[src/rtl/fetch_queue.sv]
// Instruction-fetch stage with a DEPTH-entry prefetch queue between a synchronous
// instruction memory and decode; a taken branch redirects fetch and flushes everything.
module fetch_queue #(
   parameter int                     PC_WIDTH = 16,
   parameter int                     IR_WIDTH = 32,
   parameter int                     DEPTH    = 4,
   parameter logic [PC_WIDTH-1:0]    RESET_PC = '0,
   parameter int                     PC_STEP  = 4
) (
   input  logic                I_CLOCK,
   input  logic                I_RESET,
   input  logic                I_LOCK,
   input  logic [PC_WIDTH-1:0] I_BranchPC,
   input  logic                I_BranchAddrSelect,
   input  logic                I_STALL,
   output logic                O_IMEM_EN,
   output logic [PC_WIDTH-1:0] O_IMEM_ADDR,
   input  logic [IR_WIDTH-1:0] I_IMEM_DATA,
   output logic                O_LOCK,
   output logic                O_VALID,
   output logic [PC_WIDTH-1:0] O_PC,
   output logic [IR_WIDTH-1:0] O_IR,
   output logic                O_FetchStall
);

   localparam int AW = $clog2(DEPTH);
   localparam int CW = AW + 1;
   localparam logic [CW:0]         DEPTH_C = (CW + 1)'(DEPTH);
   localparam logic [PC_WIDTH-1:0] STEP_C  = PC_WIDTH'(PC_STEP);

   logic [PC_WIDTH-1:0] r_fetch_pc;
   logic [PC_WIDTH-1:0] r_inflight_pc;
   logic                r_inflight;
   logic [PC_WIDTH-1:0] r_q_pc [DEPTH];
   logic [IR_WIDTH-1:0] r_q_ir [DEPTH];
   logic [AW-1:0]       r_rd_ptr;
   logic [AW-1:0]       r_wr_ptr;
   logic [CW-1:0]       r_count;
   logic                r_lock;
   logic [PC_WIDTH-1:0] r_hold_pc;
   logic [IR_WIDTH-1:0] r_hold_ir;

   logic [CW:0] w_occupancy;
   logic        w_valid;
   logic        w_issue;
   logic        w_push;
   logic        w_pop;

   // Credit counts the in-flight word so a response always finds a free slot;
   // only registered state feeds this, so I_STALL never reaches O_IMEM_EN.
   assign w_occupancy = {1'b0, r_count} + {{CW{1'b0}}, r_inflight};
   assign w_valid     = (r_count != '0);
   assign w_issue     = I_LOCK & ~I_RESET & ~I_BranchAddrSelect & (w_occupancy < DEPTH_C);
   assign w_push      = r_inflight & ~I_BranchAddrSelect;
   assign w_pop       = w_valid & ~I_STALL & ~I_BranchAddrSelect;

   always_ff @(negedge I_CLOCK) begin
      if (I_RESET) begin
         r_fetch_pc    <= RESET_PC;
         r_inflight_pc <= '0;
         r_inflight    <= 1'b0;
         r_rd_ptr      <= '0;
         r_wr_ptr      <= '0;
         r_count       <= '0;
         r_lock        <= 1'b0;
         r_hold_pc     <= '0;
         r_hold_ir     <= '0;
         // NOTE: queue storage is reset so the head outputs are defined (zero) after reset.
         for (int i = 0; i < DEPTH; i++) begin
            r_q_pc[i] <= '0;
            r_q_ir[i] <= '0;
         end
      end else begin
         r_lock <= I_LOCK;
         if (w_valid) begin
            r_hold_pc <= r_q_pc[r_rd_ptr];
            r_hold_ir <= r_q_ir[r_rd_ptr];
         end
         if (I_BranchAddrSelect) begin
            r_fetch_pc <= I_BranchPC;
            r_inflight <= 1'b0;
            r_rd_ptr   <= '0;
            r_wr_ptr   <= '0;
            r_count    <= '0;
         end else begin
            if (w_issue) begin
               r_inflight    <= 1'b1;
               r_inflight_pc <= r_fetch_pc;
               r_fetch_pc    <= r_fetch_pc + STEP_C;
            end else begin
               r_inflight <= 1'b0;
            end
            if (w_push) begin
               r_q_pc[r_wr_ptr] <= r_inflight_pc + STEP_C;
               r_q_ir[r_wr_ptr] <= I_IMEM_DATA;
               r_wr_ptr         <= r_wr_ptr + 1'b1;
            end
            if (w_pop) begin
               r_rd_ptr <= r_rd_ptr + 1'b1;
            end
            case ({w_push, w_pop})
               2'b10:   r_count <= r_count + 1'b1;
               2'b01:   r_count <= r_count - 1'b1;
               default: r_count <= r_count;
            endcase
         end
      end
   end

   assign O_IMEM_EN    = w_issue;
   assign O_IMEM_ADDR  = r_fetch_pc;
   assign O_LOCK       = r_lock;
   assign O_VALID      = w_valid;
   assign O_FetchStall = ~w_valid;
   assign O_PC         = w_valid ? r_q_pc[r_rd_ptr] : r_hold_pc;
   assign O_IR         = w_valid ? r_q_ir[r_rd_ptr] : r_hold_ir;

endmodule
[config.mk]
export PLATFORM = sky130hd
export DESIGN_NAME = fetch_queue
export DESIGN_NICKNAME = d
export VERILOG_FILES = /design/src/rtl/fetch_queue.sv
export SDC_FILE = /design/constraint.sdc
export NUM_CORES = 1
export LEC_CHECK = 0
export CORE_ASPECT_RATIO = 0.75
export CORE_MARGIN = 3
export CORE_UTILIZATION = 61
export DETAILED_ROUTE_END_ITERATION = 10
export PLACE_DENSITY_LB_ADDON = 0.08
export SYNTH_ARGS = -nofsm -noshare
export SYNTH_HDL_FRONTEND = slang
export SYNTH_SLANG_ARGS = --single-unit
[constraint.sdc]
create_clock -name I_CLOCK -period 11.3 [get_ports I_CLOCK]
set_input_delay 2.26 -clock I_CLOCK [delete_from_list [all_inputs] [get_ports I_CLOCK]]
set_output_delay 2.26 -clock I_CLOCK [all_outputs]
set_load 0.01 [all_outputs]
==> flow_metrics.env, run 1 <==
export IMPL_netlist_top_cells_count="192 x edfxtp_1, 100 x and2_1, 91 x dfxtp_1"
export IMPL_synthDistinctLibCells=50
export IMPL_htreeDepth=1
export IMPL_clk_pin_slew_ps=50
export IMPL_worst_path_max_delay_cell="clkdlybuf4s50_1"
export IMPL_cts_root_buf="clkbuf_16"
export IMPL_path_cells="nand3_1, nand2_4, clkinv_1, clkdlybuf4s50_1"
export IMPL_cts_resized=0
export IMPL_setup_ws_ps=336
export IMPL_grt_max_degree=49
export IMPL_cts_setup_buffers=0
export IMPL_dpl_hpwl_um=16000
export IMPL_powerDensity_nw_per_um2=169
export IMPL_yosysSeqAreaShare_pct=62.8
export IMPL_gp_congestion=0.869
export IMPL_clk_path_buf_depth=3
export IMPL_die_area_um2=21500
export IMPL_cp_arrival_ps=8700
export IMPL_core_area_um2=18900
export IMPL_crit_fanout=28
export IMPL_routed_wl_um=28600
export IMPL_routed_via_density=5.53
export IMPL_async_flop_share_pct=0
export IMPL_ys_flop_type="edfxtp_1"
export IMPL_cap_violations=0
export IMPL_tightest_slew_ps=1280
export IMPL_antenna_left=0
export IMPL_synthMostInstantiatedCell="edfxtp_1"
export IMPL_syn_area_um2=12100
export IMPL_avgRoutedWirePerCell_um=18.0
export IMPL_start_util_pct=63.8
export IMPL_criticalPathCategory="flip-flop to output port"
export IMPL_grt_pass1_vias=9600
export IMPL_hold_viol_final=0
export IMPL_worstSkewPairLatency_ps=610
export IMPL_antennaDiodeCount=0
export IMPL_grt_overflow_total=0
export IMPL_startpoint_type="flip-flop"
export IMPL_rows=43
export IMPL_cp_end_kind="output port"
export IMPL_cts_hold_buf=0
export IMPL_postSynthCellCount=915
export IMPL_synth_seq_cells=283
export IMPL_vias=8765
export IMPL_synthTopCellsByArea="edfxtp_1 48%, dfxtp_1 15%, mux4_2 8.9%"
export IMPL_cts_tree="built"
export IMPL_finalSetupTns_ps=0
export IMPL_slew_viol_final=0
export IMPL_hold_class="flip-flop to flip-flop"
export IMPL_skew_ps=33.1
export IMPL_worstPathRequired_ps=9040
export IMPL_antenna_found_initial=0
export IMPL_finalSetupViolCount=0
export IMPL_slew_headroom_pct=14.3
export IMPL_path_delay_family="buffers and inverters"
export IMPL_drt_initial_drc_count=781
export IMPL_syn_avg_cell_area_um2=13.2
export IMPL_die_x_um=168
export IMPL_status="completed"
export IMPL_cpPeakStageDelay_ps=690
export IMPL_critPathBufInv=2
export IMPL_chipHeight_um=128
export IMPL_nets=1373
export IMPL_io_pins=121
export IMPL_yosys_warnings=0
export IMPL_drc=0
export IMPL_track_usage_pct=27.1
export IMPL_leakagePower_nw=6.80
export IMPL_place_ws_ps=780
export IMPL_synth_top_area_share_pct=47.7
export IMPL_io_buffers=120
export IMPL_synth_top_area_cell="edfxtp_1"
export IMPL_peakVddDrop_mv=0.159
export IMPL_cts_buffers=28
export IMPL_grt_pass1_wl_um=46400
export IMPL_firstDrtPassIters=6
export IMPL_rsz0062_at_grt="no"
export IMPL_clock_sinks=283
export IMPL_syn_to_final_growth_pct=29.3
export IMPL_synth_edff_count=192
export IMPL_final_layout_size_suffix_gt1_share_pct=13.5
export IMPL_synth_nets=972
## through the flow
| stage | instances | instance area (um2) | hold WS (ps) | utilization (%) | total power [W] |
|---|---|---|---|---|---|
| after global placement | 1251 | 13600 | 467 | 71.9 | 0.00143 |
| after CTS | 1585 | 15600 | 477 | 82.5 | 0.00267 |
| after detailed placement | 1251 | 13600 | 473 | 71.9 | 0.00143 |
| after floorplan | 915 | 12100 | 441 | - | 0.00137 |
| after global routing | 1585 | 15600 | 529 | 82.5 | 0.00279 |
| final | 1585 | 15600 | 485 | 82.5 | 0.00264 |
## layer usage
| layer | wire length [um] | part of all wire, % | up-vias | GRT usage (%) |
|---|---|---|---|---|
| met1 | 11900 | 41 | 4217 | 35.7 |
| li1 | - | - | 4075 | - |
| met4 | 428 | 1.5 | 0 | 11.0 |
| met2 | 13600 | 48 | 434 | 41.7 |
| met5 | 0 | 0 | - | 0 |
| met3 | 2710 | 9.5 | 39 | 9.74 |
## worst reg2reg max path, cell delays in order, from the launching register on
cell	delay [ps]
dfxtp_1	460
nand2b_1	590
or2_2	650
nand2_2	390
buf_12	290
## path summary, 6_finish.rpt
check	to	slack [ps]	cells after the start	start
setup reg to reg	r_q_ir[1][23]$_SDFFCE_NN0P_	8570	4	r_wr_ptr[0]$_SDFFE_NP0P_
setup / recovery	O_IMEM_EN	340	4	r_count[0]$_SDFFE_NP0P_
hold reg to reg	r_inflight_pc[15]$_SDFFE_NP0P_	480	2	r_inflight_pc[15]$_SDFFE_NP0P_
hold / removal	r_inflight_pc[15]$_SDFFE_NP0P_	480	2	r_inflight_pc[15]$_SDFFE_NP0P_
## sequential cells by signal, indices dropped and copies added (netlist names), named ones only
| register | count |
|---|---|
| r_q_ir | 128 |
| r_q_pc | 64 |
| r_hold_ir | 32 |
| O_IMEM_ADDR | 16 |
| r_hold_pc | 16 |
| r_inflight_pc | 16 |
| r_count | 3 |
| r_rd_ptr | 2 |
| r_wr_ptr | 2 |
| O_LOCK | 1 |
| r_inflight | 1 |
## final cells by class
type	count	area, um2
sequential	283	7590
multi-input combinational	552	4190
fill	1048	3320
timing repair buffer	140	1420
clock inverter	306	1280
clock buffer	29	726
tap	247	309
inverter	28	105
## placed cells by master, fill, tap and decap left out, drive strengths merged, types with 7 or more instances in the layout
master,count
xor2,8
inv,319
edfxtp,192
clkbuf,29
nor3,9
clkdlybuf4s50,119
dfxtp,91
nand4,9
and2,100
nor2,89
mux4,48
or3,7
nand3,17
xnor2,8
o21ai,7
nor2b,43
mux2,50
a31oi,7
a21oi,35
clkinvlp,8
nand2,76
buf,21
## cells by family (layout without fill, tap and decap cells)
logic type / Yosys count / after routing / synth area share, %
mux: 100 / 100 / 13.8
fa+ha+maj: 4 / 4 / 0.477
xor+xnor: 16 / 16 / 1.16
buf+inv: 80 / 503 / 2.85
compound gates: 63 / 63 / 3.06
flops: 283 / 283 / 62.8
simple gates: 369 / 369 / 15.9
## where the power goes
group / internal, W / total, W / switching [W] / leakage (nW)
Combinational: 0.0000526 / 0.000110 / 0.0000569 / 2.09
Clock: 0.000691 / 0.00137 / 0.000678 / 1.98
Sequential: 0.00114 / 0.00116 / 0.0000165 / 2.74
(Power assumes the default switching activity.)
==> inputs of run 2 (changes only) <==
CORE_MARGIN = 2   (was 3)
clock period = 14 ns   (was 11.3 ns; I/O delays follow)
==> flow_metrics.env, run 2 (synthesis gave the netlist of run 1 again) <==
export IMPL_status="completed"
export IMPL_grt_max_degree=76
export IMPL_cp_arrival_ps=10130
export IMPL_antenna_found_initial=0
export IMPL_worstSkewPairLatency_ps=610
export IMPL_layout_common_cells="310 x inv_1, 192 x edfxtp_1, 119 x clkdlybuf4s50_1"
export IMPL_min_to="r_inflight_pc[15]$_SDFFE_NP0P_"
export IMPL_io_buffers=120
export IMPL_peakVddDrop_mv=0.102
export IMPL_regArea_um2=7590
export IMPL_grt_pass1_vias=9582
export IMPL_hold_viol_final=0
export IMPL_rr_worst_depth=4
export IMPL_fill_cells=1129
export IMPL_whs_path_depth=2
export IMPL_dpl_hpwl_um=15300
export IMPL_hold_class="flip-flop to flip-flop"
export IMPL_finalSetupTns_ps=0
export IMPL_criticalPathCategory="flip-flop to output port"
export IMPL_antenna_left=0
export IMPL_vias=8825
export IMPL_tightest_slew_ps=1080
export IMPL_routed_wl_um=28400
export IMPL_cts_hold_buf=0
export IMPL_rsz0062_at_grt="no"
export IMPL_drc=0
export IMPL_top_register="r_q_ir"
export IMPL_gp_congestion=0.833
export IMPL_nets=1368
export IMPL_layout_commonest_cell="inv_1"
export IMPL_die_x_um=166
export IMPL_avgRoutedWirePerCell_um=17.9
export IMPL_startpoint_type="flip-flop"
export IMPL_die_area_um2=21000
export IMPL_dpl_cell_count=1252
export IMPL_clock_sinks=283
export IMPL_final_cells=1586
export IMPL_reg2reg_slack_ps=10840
export IMPL_leakagePower_nw=6.81
export IMPL_cts_resized=0
export IMPL_slew_viol_final=0
export IMPL_clk_pin_slew_ps=30
export IMPL_place_ws_ps=801
export IMPL_rows=44
export IMPL_clk_path_buf_depth=3
export IMPL_core_area_um2=19400
export IMPL_cts_root_buf="clkbuf_16"
export IMPL_multi_input_area_um2=4190
export IMPL_reg_largest_list="r_q_ir: 128 flops, r_q_pc: 64 flops, r_hold_ir: 32 flops"
export IMPL_drt_initial_drc_count=741
export IMPL_syn_to_final_growth_pct=29.6
export IMPL_antennaDiodeCount=0
export IMPL_cp_end_kind="output port"
export IMPL_worstReg2RegEnd="r_q_ir[1][17]$_SDFFCE_NN0P_"
export IMPL_worstPathRequired_ps=11200
export IMPL_skew_ps=30.7
export IMPL_grt_pass1_wl_um=46100
export IMPL_grt_overflow_total=0
export IMPL_cap_violations=0
export IMPL_powerDensity_nw_per_um2=143
export IMPL_worstHoldStart="r_inflight_pc[15]$_SDFFE_NP0P_"
export IMPL_slew_headroom_pct=28.1
export IMPL_cts_setup_buffers=0
export IMPL_routed_via_density=5.56
export IMPL_r2r_start="r_wr_ptr[0]$_SDFFE_NP0P_"
export IMPL_cts_buffers=28
export IMPL_chipHeight_um=126
export IMPL_cts_tree="built"
export IMPL_track_usage_pct=27.8
export IMPL_start_util_pct=62.3
export IMPL_htreeDepth=1
export IMPL_finalSetupViolCount=0
export IMPL_crit_fanout=32
export IMPL_final_layout_size_suffix_gt1_share_pct=13.6
export IMPL_io_pins=121
export IMPL_setup_ws_ps=1070
export IMPL_firstDrtPassIters=5
export IMPL_largest_reg_flops=128
==> run 2: cell count changes in the layout (fill, tap and decap cells not counted), moves of 2 or more <==
cell and change:
inv_4 +2, buf_12 -6, inv_6 +2, bufinv_16 +5, clkinvlp_2 -5, inv_1 -5
==> run 2: how the worst max path moves through the flow <==
stage | from | to | slack, ps
6_report | flip-flop | O_IR[2] | 1070
5_1_grt | r_inflight$_SDFF_NP0_ | O_IMEM_EN | 880
4_1_cts | flip-flop | O_IR[2] | 1040
3_5_place_dp | I_BranchAddrSelect | r_q_ir[0][18]$_SDFFCE_NN0P_ | 800
3_3_place_gp | I_BranchAddrSelect | r_q_ir[0][20]$_SDFFCE_NN0P_ | 920
2_1_floorplan | I_BranchAddrSelect | r_q_ir[3][0]$_DFFE_NP_ | 100
==> run 2: report_power, final <==
group          internal (W)  switching [W]  total [W]
clock              0.000655       0.000557    0.00121
sequential         0.000922      0.0000130   0.000935
combinational     0.0000400      0.0000449  0.0000850
==> run 2: layout make-up <==
class / instances / share of cell area, %
Sequential cell: 283 / 48.5
Inverter: 28 / 0.671
Tap cell: 253 / 2.02
Multi-Input combinational cell: 552 / 26.7
Timing Repair Buffer: 135 / 8.36
Clock inverter: 306 / 9.09
Clock buffer: 29 / 4.63
==> run 2: critical path, stage by stage (launching register included) <==
cell             delay, ps
dfxtp_2                940
buf_4                  420
mux4_2                 380
mux2_2                 310
clkdlybuf4s50_1        480
==> run 2: per-stage QoR <==
stage / hold WS [ps] / total power [W] / area (um2) / utilization [%]
final: 479 / 0.00223 / 15700 / 80.8
after global placement: 467 / 0.00115 / 13500 / 69.7
after global routing: 486 / 0.00237 / 15700 / 80.8
after floorplan: 441 / 0.00110 / 12100 / -
after CTS: 477 / 0.00226 / 15700 / 80.8
after detailed placement: 471 / 0.00115 / 13500 / 69.7
==> run 2: metal layers <==
metal	share of wire, %	vias to the layer above	track usage [%]
li1	-	4067	-
met1	42	4298	34.9
met2	49	407	45.0
met3	7.1	53	9.30
met4	1.8	0	11.3
met5	0	-	0
